`src/rtl/router_pkt_gen_pkg.sv`:
```
// Shared definitions for the router packet generator: FSM encoding, field widths,
// payload buffer geometry and inter-packet gap length.
package router_pkt_gen_pkg;

    localparam int MAX_LEN    = 63;
    localparam int GAP_CYCLES = 2;
    localparam int BUF_DEPTH  = MAX_LEN + 1;
    localparam int BYTE_W     = 8;
    localparam int LEN_W      = 6;
    localparam int DEST_W     = 2;
    localparam int PTR_W      = 6;
    localparam int GAP_W      = 2;

    localparam logic [DEST_W-1:0] DEST_ILLEGAL = 2'd3;

    typedef enum logic [2:0] {
        IDLE,
        LOAD,
        HEADER,
        PAYLOAD,
        PARITY,
        GAP
    } state_t;

endpackage

```
`src/rtl/router_pkt_buf.sv`:
```
// 64x8 payload store with one write and one read port; both pointers
// advance per access and can be cleared together at the start of a packet.
module router_pkt_buf
    import router_pkt_gen_pkg::*;
(
    input  logic              clk,
    input  logic              rstn,
    input  logic              clr,
    input  logic              wr_en,
    input  logic [BYTE_W-1:0] wr_data,
    input  logic              rd_en,
    output logic [BYTE_W-1:0] rd_data,
    output logic [PTR_W-1:0]  wr_ptr,
    output logic [PTR_W-1:0]  rd_ptr
);

    logic [BYTE_W-1:0] mem [BUF_DEPTH];

    always_ff @(posedge clk) begin
        if (rstn || clr) begin
            wr_ptr <= '0;
            rd_ptr <= '0;
        end else begin
            if (wr_en) wr_ptr <= wr_ptr + PTR_W'(1);
            if (rd_en) rd_ptr <= rd_ptr + PTR_W'(1);
        end
    end

    // NOTE: the storage array has no reset; every byte read is written first
    // in the same packet, so clearing it would only cost flops.
    always_ff @(posedge clk) begin
        if (wr_en) mem[wr_ptr] <= wr_data;
    end

    assign rd_data = mem[rd_ptr];

endmodule

```
`src/rtl/router_pkt_gen.sv`:
```
// Router packet generator: accepts a command, buffers the payload, then emits
// header, payload and parity bytes on a back-pressured router bus.
module router_pkt_gen
    import router_pkt_gen_pkg::*;
(
    input  logic              clk,
    input  logic              rstn,
    input  logic              cmd_valid,
    input  logic [DEST_W-1:0] cmd_dest,
    input  logic [LEN_W-1:0]  cmd_len,
    input  logic              cmd_bad_par,
    output logic              cmd_ready,
    input  logic              s_valid,
    input  logic [BYTE_W-1:0] s_data,
    output logic              s_ready,
    input  logic              busy,
    output logic              pkt_valid,
    output logic [BYTE_W-1:0] data_out,
    output logic              cmd_err,
    output logic              pkt_done
);

    state_t              state_q, state_d;
    logic [DEST_W-1:0]   dest_q;
    logic [LEN_W-1:0]    len_q;
    logic                bad_q;
    logic [BYTE_W-1:0]   par_q, par_d;
    logic [BYTE_W-1:0]   data_d;
    logic                valid_d, cmd_err_d, pkt_done_d;
    logic [GAP_W-1:0]    gap_q, gap_d;
    logic                latch_cmd, buf_clr, wr_en, rd_en;
    logic [BYTE_W-1:0]   rd_data;
    logic [PTR_W-1:0]    wr_ptr, rd_ptr;

    router_pkt_buf u_buf (
        .clk     (clk),
        .rstn    (rstn),
        .clr     (buf_clr),
        .wr_en   (wr_en),
        .wr_data (s_data),
        .rd_en   (rd_en),
        .rd_data (rd_data),
        .wr_ptr  (wr_ptr),
        .rd_ptr  (rd_ptr)
    );

    assign cmd_ready = (state_q == IDLE);
    assign s_ready   = (state_q == LOAD) && (wr_ptr < len_q);

    // NOTE: every signal gets its hold/idle value first so that no branch
    // below can leave one unassigned and infer a latch.
    always_comb begin
        state_d    = state_q;
        data_d     = data_out;
        valid_d    = pkt_valid;
        par_d      = par_q;
        gap_d      = gap_q;
        cmd_err_d  = 1'b0;
        pkt_done_d = 1'b0;
        latch_cmd  = 1'b0;
        buf_clr    = 1'b0;
        wr_en      = 1'b0;
        rd_en      = 1'b0;

        case (state_q)
            IDLE: begin
                if (cmd_valid) begin
                    if (cmd_dest == DEST_ILLEGAL || cmd_len == '0) begin
                        cmd_err_d = 1'b1;
                    end else begin
                        latch_cmd = 1'b1;
                        buf_clr   = 1'b1;
                        state_d   = LOAD;
                    end
                end
            end
            LOAD: begin
                if (s_valid && s_ready) begin
                    wr_en = 1'b1;
                    if (wr_ptr == len_q - LEN_W'(1)) begin
                        state_d = HEADER;
                        data_d  = {len_q, dest_q};
                        valid_d = 1'b1;
                        par_d   = '0;
                    end
                end
            end
            HEADER: begin
                if (!busy) begin
                    par_d   = par_q ^ data_out;
                    data_d  = rd_data;
                    rd_en   = 1'b1;
                    state_d = PAYLOAD;
                end
            end
            PAYLOAD: begin
                if (!busy) begin
                    par_d = par_q ^ data_out;
                    // rd_ptr already points past the byte on the bus
                    if (rd_ptr == len_q) begin
                        state_d = PARITY;
                        valid_d = 1'b0;
                        data_d  = par_q ^ data_out ^ {BYTE_W{bad_q}};
                    end else begin
                        data_d = rd_data;
                        rd_en  = 1'b1;
                    end
                end
            end
            PARITY: begin
                if (!busy) begin
                    pkt_done_d = 1'b1;
                    data_d     = '0;
                    gap_d      = '0;
                    state_d    = GAP;
                end
            end
            GAP: begin
                if (gap_q == GAP_W'(GAP_CYCLES - 1)) state_d = IDLE;
                else                                 gap_d   = gap_q + GAP_W'(1);
            end
            default: begin
                state_d = IDLE;
                valid_d = 1'b0;
                data_d  = '0;
            end
        endcase
    end

    always_ff @(posedge clk) begin
        if (rstn) begin
            state_q   <= IDLE;
            pkt_valid <= 1'b0;
            data_out  <= '0;
            cmd_err   <= 1'b0;
            pkt_done  <= 1'b0;
            par_q     <= '0;
            gap_q     <= '0;
            dest_q    <= '0;
            len_q     <= '0;
            bad_q     <= 1'b0;
        end else begin
            state_q   <= state_d;
            pkt_valid <= valid_d;
            data_out  <= data_d;
            cmd_err   <= cmd_err_d;
            pkt_done  <= pkt_done_d;
            par_q     <= par_d;
            gap_q     <= gap_d;
            if (latch_cmd) begin
                dest_q <= cmd_dest;
                len_q  <= cmd_len;
                bad_q  <= cmd_bad_par;
            end
        end
    end

endmodule

```
`config.mk`:
```
export PLATFORM = sky130hd
export DESIGN_NAME = router_pkt_gen
export DESIGN_NICKNAME = d
export VERILOG_FILES = /design/src/rtl/router_pkt_gen_pkg.sv /design/src/rtl/router_pkt_buf.sv /design/src/rtl/router_pkt_gen.sv
export SDC_FILE = /design/constraint.sdc
export NUM_CORES = 1
export LEC_CHECK = 0
export ABC_AREA = 1
export CELL_PAD_IN_SITES_DETAIL_PLACEMENT = 1
export CELL_PAD_IN_SITES_GLOBAL_PLACEMENT = 1
export CORE_UTILIZATION = 25
export CTS_BUF_LIST = sky130_fd_sc_hd__clkbuf_8
export CTS_CLUSTER_SIZE = 14
export DETAILED_ROUTE_END_ITERATION = 7
export PLACE_DENSITY = 0.49
export SLEW_MARGIN = 30
export SYNTH_ARGS = -nofsm -noshare
export SYNTH_HDL_FRONTEND = slang
export SYNTH_SLANG_ARGS = --single-unit
```
`constraint.sdc`:
```
create_clock -name clk -period 2.9 [get_ports clk]
set_input_delay 0.58 -clock clk [delete_from_list [all_inputs] [get_ports clk]]
set_output_delay 0.58 -clock clk [all_outputs]
set_load 0.02 [all_outputs]
```
==> reports/results.tsv, run 1 <==
stage	metric	value	unit
clock_tree	hold_buffers	0	
global_route	grt_max_degree	92	
critical_path	r2r_setup_slack	230	ps
sta	holdWs	306.4	ps
critical_path	cpMostUsedCell	inv_1	
clock_tree	root_buffer	clkbuf_8	
power_and_ir_drop	powerDensity	668.5	nW/µm²
global_route	grtUsageTotal	0.1552	
critical_path	critical_path.max_fanout	3	
clock_tree	tritoncts	yes	
cells_and_area	fin_nets	2400	
power_and_ir_drop	p_sw_frac	0.2912	
synth	mappedNetlistArea	23750	µm²
floorplanning	row_count	112	
synth	ys_ff_latch	563	
power_and_ir_drop	combPwrFrac	0.159	
sta	worst_pin_slew	706.6	ps
critical_path	required	2320	ps
floorplanning	initial_core_util	0.2533	
cells_and_area	syn_to_final_growth	18.91	%
sta	clock.fmax	365.3	MHz
place	dpl-instance-area	26420	µm²
routing	vias	16580	
cells_and_area	final_area	28240	µm²
critical_path	worstPathCellList	inv_1 > ha_1 > a21oi_1 > o21ai_0 > a21oi_2 > nand2_1 > inv_1 > buf_4	
place	post-place-ws	183.5	ps
sta	finalSetupViolCount	0	
power_and_ir_drop	ir_drop	0.3701	mV
synth	synth_edf_count	512	
sta	hold_viol	0	
cells_and_area	utilization	0.3012	
sta	tns	0	ps
critical_path	worstSetupEndpointType	primary output	
clock_tree	clock_latency	690	ps
synth	yosysUniqueCellTypes	39	
routing	avgViaCountPerCell	4.476	
power_and_ir_drop	p_switching	5.496	mW
place	numPlacedInstances	3522	
clock_tree	path_clk_slew	60	ps
power_and_ir_drop	power_frac_seq	0.483	
routing	wl	74380	µm
place	globalplace.congestion	0.8542	
routing	wl_per_cell	20.08	µm
place	port_buffers	34	
synth	synthCells	2212	
synth	ys_warn_count	0	
sta	slew_violations	0	
critical_path	startpoint_type	flop	
global_route	grt_pass1_vias	17660	
sta	slew_headroom	0.5276	
sta	post-route-period-util	0.9441	
synth	synth-seq-area-share	0.6905	
floorplanning	die_x	310.2	µm
worst_hold_path	hold_path.class	in -> reg	
clock_tree	cts.sinks	563	
cells_and_area	finalNonFillerCells	3704	
cells_and_area	layout_commonest_cell	nand2_1	
sta	finalCriticalPeriod	2738	ps
floorplanning	die_h	310.2	µm
synth	synth_nets	2244	
critical_path	cp_slowest_cell	dfxtp_1	
global_route	grt_pass1_wl	111300	µm
sta	setup_ws	162.1	ps
routing	drtAntennaViolNets	0	
global_route	grt-ovfl-total	0	
cells_and_area	drive_gt1_frac	0.1274	
power_and_ir_drop	p_leak	10.27	nW
floorplanning	ios	35	
power_and_ir_drop	power	18.88	mW
sta	rsz0062_at_grt	false	
clock_tree	cts_buffer_depth	3	
place	dp_hpwl	46680	µm
flow_run	cap_violations	0	
critical_path	slowest_delay	330	ps
floorplanning	fp.coreArea	93750	µm²
synth	synth_flop_cell	edfxtp_1	
critical_path	path_class	reg -> out	
clock_tree	cts_buffers	97	
cells_and_area	final_cell_mix	nand2_1 (761), edfxtp_1 (512), nand3_1 (456)	
power_and_ir_drop	p_int	13.38	mW
sta	finalClockSkew	24.67	ps
synth	async_reset_ff_frac	0	
critical_path	arrival	2160	ps
routing	drc_errors	0	
floorplanning	dieArea	96220	µm²
synth	syn_avg_cell_area	10.73	µm²
clock_tree	htreeDepth	3	
power_and_ir_drop	clkPwrFrac	0.358	
routing	dr.pass1.iters	5	
global_route	antenna_found_initial	1	
routing	drt_first_iter_violations	851	
status	status	finished, final reports clean	
==> layer usage <==
| layer | GRT usage | vias to the layer above | routed length, µm |
|---|---|---|---|
| met5 | 0 | - | 0 |
| met4 | 0.05304 | 0 | 1976 |
| met3 | 0.01853 | 118 | 2212 |
| met2 | 0.2623 | 260 | 35660 |
| met1 | 0.2049 | 8269 | 34530 |
| li1 | - | 7932 | - |
==> synthesized netlist by cell type, types with 2 or more instances <==
master	count	share of area
nand2_1	761	0.12
nor3_1	5	0.0011
ha_1	10	0.0053
dfxtp_1	51	0.043
or2_2	8	0.0021
buf_4	4	0.0013
buf_1	27	0.0043
edfxtp_1	512	0.65
nand4_1	3	0.00079
o22ai_1	3	0.00079
a21oi_1	37	0.0078
nor2_8	2	0.0017
nand2_4	3	0.0014
clkbuf_1	26	0.0041
nor3b_1	2	0.00063
o21ai_0	21	0.0044
nor3_2	2	0.00084
a211oi_1	3	0.00095
nand2_2	3	0.00079
inv_1	64	0.010
nor2_2	3	0.00079
xor2_1	12	0.0044
nand3_1	456	0.096
nor4_1	3	0.00079
nor2_4	2	0.00095
buf_2	59	0.012
xnor2_1	10	0.0037
inv_2	12	0.0019
nor2_1	98	0.015
==> critical path: cells and delay by family, from the launching register on <==
family          cells  cell delay, ps
buf+inv             3             340
fa+ha+maj           1             320
flops               1             330
compound gates      3             430
simple gates        1              60
==> state kept, by name, indices dropped and copies added (netlist names), named ones only <==
register	flops
u_buf.mem	512
data_out	8
pkt_valid	1
pkt_done	1
u_buf.rd_ptr	6
gap_q	2
bad_q	1
par_q	8
state_q	3
u_buf.wr_ptr	6
dest_q	2
len_q	6
cmd_err	1
==> worst paths after layout <==
path / start / to / cells past startpoint
worst max-delay path: len_q[5] / s_ready / 8
worst min-delay path: s_data[3] / u_buf.mem[32][3] / 1
worst max register to register: len_q[5] / u_buf.mem[36][0] / 12
worst min register to register: pkt_valid / pkt_valid / 2
==> cell families (layout without fill, tap and decap cells) <==
| logic type | count (synthesis) | in the layout | synth area share |
|---|---|---|---|
| other | 0 | 1 | 0 |
| DFF | 563 | 563 | 0.6905 |
| buffers and inverters | 194 | 431 | 0.03488 |
| xor gates and xnor gates | 23 | 23 | 0.008800 |
| and+or+nand+nor | 1353 | 1353 | 0.2449 |
| AOI/OAI and AO/OA | 69 | 69 | 0.01565 |
| adders and majority gates | 10 | 10 | 0.005269 |
==> power by group through the flow <==
stage | combinational (mW) | sequential (mW) | clock (mW)
floorplan | 1.89 | 9.23 | 0
global placement | 2.99 | 9.28 | 0
detailed placement | 3.03 | 9.29 | 0
CTS | 3.06 | 9.12 | 7.05
global route | 3.36 | 9.13 | 7.33
finish | 3.00 | 9.12 | 6.76
==> final cells by class <==
type	count	area (µm²)
diodes	1	2.502
clock buffers	100	1376
clock inverters	80	421.7
fillers	10500	65510
inverters	77	296.5
multi-input cells	1455	6525
flip-flops and latches	563	16410
well taps	1254	1569
repair buffers	174	1639
==> timing repair <==
action	CTS	global route
buffers inserted	1	0
setup endpoints to repair	1	2
gates resized for setup	6	2
(Power assumes the default switching activity.)
==> inputs of run 2 (changes only) <==
--- a/config.mk
+++ b/config.mk
@@ -8,6 +8,7 @@
 export ABC_AREA = 1
 export CELL_PAD_IN_SITES_DETAIL_PLACEMENT = 1
 export CELL_PAD_IN_SITES_GLOBAL_PLACEMENT = 1
+export CORE_MARGIN = 1.5
 export CORE_UTILIZATION = 25
 export CTS_BUF_LIST = sky130_fd_sc_hd__clkbuf_8
 export CTS_CLUSTER_SIZE = 14
==> run 2 against run 1 <==
First-iteration DRC count is 9.8% higher. Cell count down 0.11%. Global-route usage about the same. Clock power is 3% lower. Combinational power rose by 1%. Count of clock-buffer cells in the layout is 4 lower. Setup slack worse by 7.6 ps. Register-to-register slack better by 100 ps. Highest routed layer unchanged.
==> reports/results.tsv, run 2 (synthesized netlist as in run 1, its figures left out) <==
stage	metric	value	unit
sta	finalSetupViolCount	0	
floorplanning	fp.coreArea	93750	µm²
clock_tree	clock_latency	710	ps
clock_tree	htreeDepth	3	
cells_and_area	finalNonFillerCells	3700	
sta	post-route-period-util	0.9467	
cells_and_area	largest_reg_flops	512	
routing	dr.pass1.iters	5	
power_and_ir_drop	powerDensity	665.4	nW/µm²
global_route	grt-ovfl-total	0	
clock_tree	cts_buffer_depth	3	
global_route	grt_pass1_wl	113400	µm
status	status	finished, final reports clean	
sta	clock.fmax	364.2	MHz
critical_path	required	2320	ps
worst_hold_path	hold_path.class	in -> reg	
cells_and_area	drive_gt1_frac	0.1244	
routing	drc_errors	0	
global_route	grt_max_degree	65	
floorplanning	row_count	112	
routing	wl	75150	µm
global_route	grt_pass1_vias	17670	
sta	tns	0	ps
place	post-place-ws	212.8	ps
floorplanning	initial_core_util	0.2533	
floorplanning	die_h	311.2	µm
place	numPlacedInstances	3521	
critical_path	critical_path.max_fanout	3	
floorplanning	die_x	311.2	µm
routing	drtAntennaViolNets	0	
cells_and_area	final_cell_mix	nand2_1 (761), edfxtp_1 (512), nand3_1 (456)	
power_and_ir_drop	ir_drop	0.2944	mV
floorplanning	ios	35	
floorplanning	dieArea	96840	µm²
sta	worst_pin_slew	785.1	ps
cells_and_area	layout_commonest_cell	nand2_1	
clock_tree	hold_buffers	0	
critical_path	startpoint_type	flop	
clock_tree	cts.sinks	563	
place	port_buffers	34	
clock_tree	tritoncts	yes	
clock_tree	root_buffer	clkbuf_8	
sta	rsz0062_at_grt	false	
global_route	antenna_found_initial	1	
sta	finalCriticalPeriod	2745	ps
clock_tree	path_clk_slew	60	ps
sta	slew_violations	0	
cells_and_area	syn_to_final_growth	18.46	%
sta	finalClockSkew	23.89	ps
routing	wl_per_cell	20.31	µm
power_and_ir_drop	p_leak	10.25	nW
critical_path	worstSetupEndpointType	primary output	
clock_tree	cts_buffers	95	
routing	vias	16640	
sta	hold_viol	0	
place	globalplace.congestion	0.7957	
sta	setup_ws	154.5	ps
critical_path	path_class	reg -> out	
critical_path	arrival	2170	ps
cells_and_area	largest_registers	u_buf.mem (512), data_out (8), par_q (8)	
global_route	grtUsageTotal	0.1550	
cells_and_area	regMostFlops	u_buf.mem	
routing	drt_first_iter_violations	934	
routing	avgViaCountPerCell	4.497	
place	dp_hpwl	47970	µm
cells_and_area	fin_nets	2397	
sta	slew_headroom	0.4760	
flow_run	cap_violations	0	
run 2: per-layer routing:
layer  part of all wire  track usage  up-vias
met1               0.47       0.2080     8319
met2               0.47       0.2572      284
met3              0.036      0.02146      104
li1                   -            -     7933
met5                  0            0        -
met4              0.024      0.05111        0
run 2: final cells by class:
type / count / area, µm²
diodes: 2 / 5.005
well taps: 1254 / 1569
clock inverters: 80 / 391.6
clock buffers: 96 / 1321
repair buffers: 173 / 1615
inverters: 77 / 296.5
multi-input cells: 1455 / 6525
flip-flops and latches: 563 / 16410
fillers: 10510 / 65620
run 2: through the flow:
| stage | hold WS [ps] | cell area, µm² | utilization | power (mW) |
|---|---|---|---|---|
| after global placement | 455.3 | 26400 | 0.2816 | 12.33 |
| after floorplan | 429.8 | 23750 | - | 11.12 |
| after CTS | 309.4 | 28120 | 0.3000 | 19.04 |
| after global routing | 344.6 | 28130 | 0.3000 | 19.64 |
| final | 346.9 | 28130 | 0.3000 | 18.72 |
| after detailed placement | 451.1 | 26400 | 0.2816 | 12.36 |
run 2: path summary, 6_finish.rpt:
| check | startpoint | to | slack, ps | depth (start not counted) |
|---|---|---|---|---|
| min | s_data[5] | u_buf.mem[5][5] | 350 | 1 |
| min reg2reg | pkt_valid | pkt_valid | 460 | 2 |
| max | len_q[5] | s_ready | 150 | 8 |
| max reg2reg | len_q[5] | u_buf.mem[2][3] | 330 | 12 |
run 2: report_power, final:
part | switching (mW) | total, mW | leakage (nW) | internal (mW)
registers | 0.130 | 9.10 | 5.02 | 8.98
logic | 2.11 | 3.04 | 4.21 | 0.934
clock network | 3.31 | 6.57 | 1.03 | 3.26
run 2: critical path, stage by stage, from the launching register on:
cell     delay (ps)
dfxtp_1         330
inv_1            80
ha_1            320
a21oi_1         150
o21ai_0         130
a21oi_2         140
nand2_1          60
inv_1           100
buf_4           150
run 2: what timing repair did:
| action | 4_1_cts | 5_1_grt |
|---|---|---|
| setup endpoints to repair | 2 | 1 |
| setup buffers | 1 | 0 |
| resized for setup | 7 | 1 |
| hold endpoints to repair | 0 | 0 |
